==> src/rtl/add_pkg.sv <==
// add_pkg: shared widths and FSM encoding for the bit-serial adder
package add_pkg;
    localparam int WIDTH = 8;
    localparam int CNT_W = 3;

    typedef enum logic [1:0] {
        IDLE = 2'd0,
        RUN  = 2'd1,
        DONE = 2'd2
    } state_t;
endpackage

==> src/rtl/full_adder.sv <==
// full_adder: single-bit full adder cell
module full_adder (
    input  logic x,
    input  logic y,
    input  logic ci,
    output logic r,
    output logic co
);
    // sum and carry of one bit position
    always_comb begin
        r  = x ^ y ^ ci;
        co = (x & y) | (ci & (x ^ y));
    end
endmodule

==> src/rtl/add_8bit_serial.sv <==
// add_8bit_serial: signed 8-bit adder using one full-adder cell over 8 clocks
module add_8bit_serial
    import add_pkg::*;
(
    input  logic             clk,
    input  logic             rst_n,
    input  logic             start,
    input  logic             ci,
    input  logic [WIDTH-1:0] x,
    input  logic [WIDTH-1:0] y,
    output logic             busy,
    output logic             done,
    output logic [WIDTH-1:0] r,
    output logic             co,
    output logic             of
);
    state_t             state;
    logic [WIDTH-1:0]   x_sr;
    logic [WIDTH-1:0]   y_sr;
    logic [WIDTH-1:0]   r_sr;
    logic [CNT_W-1:0]   cnt;
    logic               carry;
    logic               c6;
    logic               fa_s;
    logic               fa_co;

    full_adder u_fa (
        .x  (x_sr[0]),
        .y  (y_sr[0]),
        .ci (carry),
        .r  (fa_s),
        .co (fa_co)
    );

    // control FSM plus shift datapath; results are published only when entering DONE
    always_ff @(posedge clk or negedge rst_n) begin
        if (!rst_n) begin
            state <= IDLE;
            x_sr  <= '0;
            y_sr  <= '0;
            r_sr  <= '0;
            cnt   <= '0;
            carry <= 1'b0;
            c6    <= 1'b0;
            busy  <= 1'b0;
            done  <= 1'b0;
            r     <= '0;
            co    <= 1'b0;
            of    <= 1'b0;
        end else begin
            case (state)
                IDLE, DONE: begin
                    done <= 1'b0;
                    if (start) begin
                        x_sr  <= x;
                        y_sr  <= y;
                        carry <= ci;
                        cnt   <= '0;
                        busy  <= 1'b1;
                        state <= RUN;
                    end else begin
                        busy  <= 1'b0;
                        state <= IDLE;
                    end
                end
                RUN: begin
                    x_sr  <= x_sr >> 1;
                    y_sr  <= y_sr >> 1;
                    r_sr  <= {fa_s, r_sr[WIDTH-1:1]};
                    carry <= fa_co;
                    cnt   <= cnt + CNT_W'(1);
                    if (cnt == CNT_W'(WIDTH - 2))
                        c6 <= fa_co;
                    if (cnt == CNT_W'(WIDTH - 1)) begin
                        r     <= {fa_s, r_sr[WIDTH-1:1]};
                        co    <= fa_co;
                        of    <= fa_co ^ c6;
                        busy  <= 1'b0;
                        done  <= 1'b1;
                        state <= DONE;
                    end
                end
                default: begin
                    busy  <= 1'b0;
                    done  <= 1'b0;
                    state <= IDLE;
                end
            endcase
        end
    end
endmodule

==> config.mk <==
export PLATFORM = sky130hd
export DESIGN_NAME = add_8bit_serial
export DESIGN_NICKNAME = d
export VERILOG_FILES = /design/src/rtl/add_pkg.sv /design/src/rtl/full_adder.sv /design/src/rtl/add_8bit_serial.sv
export SDC_FILE = /design/constraint.sdc
export NUM_CORES = 1
export LEC_CHECK = 0
export ABC_CLOCK_PERIOD_IN_PS = 1400
export CAP_MARGIN = 5
export CORE_MARGIN = 2
export CORE_UTILIZATION = 50
export DETAILED_ROUTE_END_ITERATION = 8
export DONT_BUFFER_PORTS = 1
export PLACE_DENSITY = 0.68
export RECOVER_POWER = 50
export SLEW_MARGIN = 0
export SYNTH_ARGS = -nofsm -noshare
export SYNTH_HDL_FRONTEND = slang
export SYNTH_SLANG_ARGS = --single-unit
export TNS_END_PERCENT = 30
==> constraint.sdc <==
create_clock -name clk -period 1.4 [get_ports clk]
set_input_delay 0.28 -clock clk [delete_from_list [all_inputs] [get_ports clk]]
set_output_delay 0.28 -clock clk [all_outputs]
set_load 0.01 [all_outputs]
==> results.md, run 1 <==
- Status: completed
- Post-synth top area cell: dfrtp_1
- CP Cell Sequence: ha_2 -> ha_4 -> mux2_2 -> a22o_1
- First-pass GRT wire length: 6040 um
- Pint: 0.00329 W
- Final wirelength: 3610 um
- Area of the multi-input gates: 933 sq um
- Routed vias: 1245
- Layout cells sized above 1: 0.243
- Max Clk Rate: 735 MHz
- Ys async rst share: 1.00
- Cell area power density: 2270 nW/um^2
- Seq/Total Area, Yosys: 0.507
- LEAKAGE: 0.961 nW
- WL/cell: 16.5 um
- HP Class: input port to register
- Final Critical Period: 1360 ps
- Fillers: 336
- Root buffer cell: clkbuf_8
- Slew margin rel.: 0.632
- Crit. End Element: register
- All-Layer GR Usage: 0.183
- Post-synth top flop: dfrtp_1
- Setup TNS: 0 ps
- Synth cell types: 23
- Aggregate global routing overflow: 0
- Pre-Repair DR Iteration Count: 4
- Initial Util: 0.513
- Worst-skew pair later-pin latency: 300 ps
- Cts bufs inserted: 5
- Iter 0 DRT Violations: 110
- GPL Wtd Cong: 0.665
- Design Power: 0.00503 W
- I/O Buffers: 0
- Worst path slowest cell: dfrtp_1
- Max-slew violation count: 0
- Hold_ws: 160 ps
- Switch Pwr: 0.00174 W
- Critical path class: register to register
- Die width: 67.6 um
- Kind of cell adding the most delay to the critical path: adder cells
- Crit path largest cell delay: 390 ps
- # IOs: 32
- Clock slew at reported path FFs: 80 ps
- Die height: 67.6 um
- Worst-Margin Slew: 552 ps
- Total core area: 3940 sq um
- Area Overhead vs Synth: 9.72%
- Max_cap viols: 0
- Peak VDD IR: 0.828 mV
- Hpwl dp: 2360 um
- CTS tree: built
- CTS Sinks: 41
- Logic pwr share: 0.389
- Initial antenna violation count: 0
- Rows: 23
- Endpoints failing hold: 0
- Post-synth EDFFs: 0
- R2r setup slk: 40 ps
- Ys Warns: 0
- Sequential Power Share: 0.460
- Htree depth: 2
- Required @ worst endpoint: 1590 ps
- Final Core Density: 0.563
- Die Footprint: 4570 sq um
- Mean Syn Cell Area: 12.6 sq um
- Post-route clock skew: 6.41 ps
- Largest net degree at the start of global routing: 42
- Net switching share of the total power: 0.346
- Mapped Nets: 184
- Fin nets: 192
- Mapped cell area: 2020 sq um
- CP Data Arrival Time: 1550 ps
- Pre-CTS WS: -32.6 ps
- Crit-path max FO: 2
- Tcrit/Tclk final: 0.972
- Remaining antenna violation count: 0
- Maximum clock insertion buffer count: 2
- CP bufs+invs: 0
- Ranking of synthesized cells by area: dfrtp_1, mux2_4, mux2i_1
- Unrepaired setup endpoints after global routing: yes
- Syn Inst Count: 160
- CP Launch Type: register
- Post-synthesis register bit count: 41
- Sequential cell area: 1030 sq um
- Synth top area share: 0.507
- Final setup vio count: 0
- # DRC: 0
- DR vias/cell: 5.68
- Ant diodes: 0
- Vias in the first global route: 1266
- Clk pwr share: 0.151
- Setup WS post-layout: 39.5 ps
layout make-up:
type / instances / area share
Multi-Input combinational cell: 106 / 0.421
Clock buffer: 5 / 0.0310
Inverter: 3 / 0.00508
Clock inverter: 3 / 0.00790
Sequential cell: 41 / 0.463
Timing Repair Buffer: 11 / 0.0440
Tap cell: 50 / 0.0282
cells by family after synthesis:
family | share of synthesized area
simple gates | 0.0792
xor+xnor | 0.00433
compound gates | 0.120
buf+inv | 0.0520
mux | 0.209
fa+ha+maj | 0.0285
flops | 0.507
cell usage in the layout, fill, tap and decap left out, drive strengths merged, types with 3 or more instances in the layout:
| cell type | instances |
|---|---|
| inv | 3 |
| mux2i | 17 |
| dfrtp | 41 |
| ha | 3 |
| nor2b | 15 |
| nand2 | 3 |
| clkbuf | 6 |
| buf | 9 |
| o21ai | 6 |
| a211oi | 15 |
| nand3 | 3 |
| a21oi | 15 |
| mux2 | 18 |
worst paths after layout:
check / startpoint / end / cells past startpoint
setup / recovery: cnt[1] / cnt[2] / 4
hold / removal: x[6] / x_sr[6] / 2
setup reg to reg: cnt[1] / cnt[2] / 4
hold reg to reg: c6 / c6 / 1
max in group asynchronous: rst_n / state[0] / 2
min in group asynchronous: rst_n / r[2] / 2
metrics by stage:
step                      instance area [sq um]  instances
after floorplan                            2030        160
final                                      2220        219
after detailed placement                   2070        207
after global routing                       2220        219
after global placement                     2070        207
after CTS                                  2210        218
routing by layer:
layer | vias up | global-route usage | share of wire
li1 | 594 | - | -
met1 | 619 | 0.217 | 0.42
met2 | 25 | 0.301 | 0.51
met3 | 7 | 0.0483 | 0.048
met4 | 0 | 0.0995 | 0.020
met5 | - | 0 | 0
power groups by stage:
| stage | Clock (W) | Combinational [W] | Sequential (W) |
|---|---|---|---|
| 2_1_floorplan | 0 | 0.00159 | 0.00218 |
| 3_3_place_gp | 0 | 0.00176 | 0.00227 |
| 3_5_place_dp | 0 | 0.00188 | 0.00231 |
| 4_1_cts | 0.000777 | 0.00196 | 0.00231 |
| 5_1_grt | 0.000851 | 0.00217 | 0.00240 |
| 6_report | 0.000762 | 0.00196 | 0.00231 |
flip-flops by register name (all words and copies together), names as in the netlist:
register and flops:
c6 1, of 1, co 1, x_sr 8, state 2, cnt 3
y_sr 8, r_sr 7, busy 1, carry 1, r 8
cells in the mapped netlist, types with 2 or more instances:
library cell,n
dfrtp_1,41
mux2i_1,17
a211oi_1,15
a21oi_1,15
nor2b_1,15
mux2_4,13
o21ai_0,6
mux2_2,5
buf_4,4
buf_2,3
buf_6,3
ha_1,3
inv_1,3
nand2_1,3
nand3_1,3
a22o_1,2
nand2b_1,2
nor2_1,2
timing repair:
item,in CTS,in global routing
hold endpoints to repair,41,0
setup endpoints to repair,10,7
resized for setup,2,3
hold buffers,2,0
pin swaps,0,1
setup buffers,0,1
gates cloned,1,0
Power figures use the tool's default switching activity.
==> inputs of run 2 (changes only) <==
--- a/config.mk
+++ b/config.mk
@@ -16,5 +16,6 @@
 export SLEW_MARGIN = 0
 export SYNTH_ARGS = -nofsm -noshare
 export SYNTH_HDL_FRONTEND = slang
+export SYNTH_HIERARCHICAL = 1
 export SYNTH_SLANG_ARGS = --single-unit
 export TNS_END_PERCENT = 30
==> run 2 against run 1 <==
  * Design area fell by 0.17%
  * Clock-buffer cell count stayed put
  * Sequential power is 3% lower
  * Die area shrank 1.5%
  * Wire length shrank 2.3%
  * Critical path type unchanged
  * Critical endpoint is now r[7]
==> results.md, run 2 <==
- Status: completed
- Most common library cells after synthesis: dfrtp_1, nand2_1, mux2i_1
- LEAKAGE: 1.01 nW
- Root buffer cell: clkbuf_8
- Worst path slowest cell: dfrtp_1
- Post-synth top flop: dfrtp_1
- Ant diodes: 0
- Most frequent cell after synthesis: dfrtp_1
- Crit path largest cell delay: 390 ps
- Cts bufs inserted: 5
- Initial antenna violation count: 0
- # DRC: 0
- R2r setup slk: 40 ps
- GPL Wtd Cong: 0.839
- Pre-CTS WS: -48.6 ps
- Vias in the first global route: 1228
- Most common cell after layout, fill and taps aside: dfrtp_1
- Required @ worst endpoint: 1590 ps
- Finished Layout Cells: 226
- Htree depth: 2
- Slew margin rel.: 0.407
- Sequential cell area: 1030 sq um
- Top Registers: r (8), x_sr (8), y_sr (8)
- Peak VDD IR: 1.23 mV
- I/O Buffers: 0
- First-pass GRT wire length: 5840 um
- Die width: 67.1 um
- Maximum clock insertion buffer count: 2
- WL/cell: 15.6 um
- Switch Pwr: 0.00173 W
- Final setup vio count: 0
- Fin nets: 201
- Logic pwr share: 0.353
- Cell area power density: 2340 nW/um^2
- Total core area: 3740 sq um
- Final wirelength: 3530 um
- Layout cells sized above 1: 0.202
- DR vias/cell: 5.58
- Area Overhead vs Synth: 11.3%
- Hpwl dp: 2350 um
- HP Class: input port to register
- Initial Util: 0.531
- Die height: 67.1 um
- Post-Place Cells: 214
- Pre-Repair DR Iteration Count: 2
- Max-slew violation count: 0
- Tcrit/Tclk final: 0.970
- Max Clk Rate: 736 MHz
- Rows: 22
- Worst-skew pair later-pin latency: 290 ps
- CP Launch Type: register
- Pint: 0.00346 W
- Post-synth EDFFs: 0
- Seq/Total Area, Yosys: 0.516
- Post-route clock skew: 9.85 ps
- Crit. End Element: register
- CTS tree: built
- Mapped cell area: 1990 sq um
- All-Layer GR Usage: 0.177
- Post-synth top area cell: dfrtp_1
- Mapped Nets: 194
- Post-synthesis register bit count: 41
- Setup WS post-layout: 42.0 ps
- Clock slew at reported path FFs: 80 ps
- Mean Syn Cell Area: 11.7 sq um
- Ys async rst share: 1.00
- Setup TNS: 0 ps
- Hold_ws: 175 ps
- Clk pwr share: 0.214
- Endpoints failing hold: 0
- Synth top area share: 0.516
- CP Cell Sequence: ha_2 -> ha_4 -> nand3b_2 -> mux2_4
- Routed vias: 1262
- Max_cap viols: 0
- Largest net degree at the start of global routing: 42
- Area of the multi-input gates: 905 sq um
- Critical path class: register to register
- CP Data Arrival Time: 1540 ps
- CTS Sinks: 41
- Crit-path max FO: 6
- Remaining antenna violation count: 0
- Synth cell types: 28
- Net switching share of the total power: 0.333
- Fillers: 324
- Die Footprint: 4500 sq um
- Ranking of synthesized cells by area: dfrtp_1, mux2i_1, mux2_4
- # IOs: 32
- Syn Inst Count: 170
- Ys Warns: 6
- Final Critical Period: 1360 ps
- Aggregate global routing overflow: 0
- Iter 0 DRT Violations: 81
- Sequential Power Share: 0.432
- Worst-Margin Slew: 890 ps
- Most frequent cells in the layout: dfrtp_1, nand2_1, mux2i_1
- Unrepaired setup endpoints after global routing: no
run 2: cell types whose count changed after synthesis, moves of 3 or more:
cell,before,now
nand2_1,3,23
mux2_4,13,8
a21o_1,0,3
buf_4,4,1
run 2: worst paths after layout:
check                              from       to  cells after the start
worst max-delay path             cnt[0]     r[7]                      4
worst min-delay path              start  y_sr[4]                      2
worst max register to register   cnt[0]     r[7]                      4
worst min register to register  r_sr[1]  r_sr[1]                      2
max in group asynchronous         rst_n  x_sr[7]                      2
min in group asynchronous         rst_n     r[2]                      2
run 2: per-layer routing:
layer  part of all wire  vias up  wire [um]  GRT usage
met5                  0        -          0          0
met4              0.013        0         47     0.0689
met3              0.041        5        146     0.0524
met2               0.48       21       1710      0.283
met1               0.46      621       1620      0.223
li1                   -      615          -          -
run 2: cell families after synthesis:
kind of cell,count (synthesis),share of synthesized area
multiplexers,27,0.158
adder cells (fa/ha/maj),4,0.0289
flip-flops,41,0.516
buffers and inverters,14,0.0465
AO/OA/AOI/OAI,38,0.125
XOR/XNOR,1,0.00440
AND/OR/NAND/NOR,45,0.121
run 2: worst max-delay path, delay by kind of cell (launching register included):
family	cells	cell delay, ps
adder cells (fa/ha/maj)	2	370
AND/OR/NAND/NOR	1	180
flip-flops	1	390
multiplexers	1	320
run 2: area by class of cell:
type,instances,area share
timing repair buffer,10,0.0356
clock inverter,3,0.0294
tap,48,0.0271
multi-input combinational,116,0.408
clock buffer,5,0.0311
inverter,3,0.00508
sequential,41,0.463
run 2: what timing repair did:
item,CTS,global route
resized for setup,2,3
cloned,1,0
buffers inserted,1,0
hold buffers,2,0
hold endpoints to repair,41,0
setup endpoints to repair,10,9
run 2: power by group through the flow:
stage          logic, W  clock network, W  registers [W]
5_1_grt         0.00206           0.00118        0.00232
6_report        0.00183           0.00111        0.00224
4_1_cts         0.00184           0.00113        0.00225
3_5_place_dp    0.00174                 0        0.00225
3_3_place_gp    0.00166                 0        0.00221
2_1_floorplan   0.00152                 0        0.00212
run 2: through the flow:
step | utilization | area (sq um) | total power, W
finish | 0.592 | 2210 | 0.00518
global route | 0.592 | 2210 | 0.00557
CTS | 0.593 | 2220 | 0.00521
detailed placement | 0.540 | 2020 | 0.00399
global placement | 0.540 | 2020 | 0.00388
floorplan | - | 2000 | 0.00363
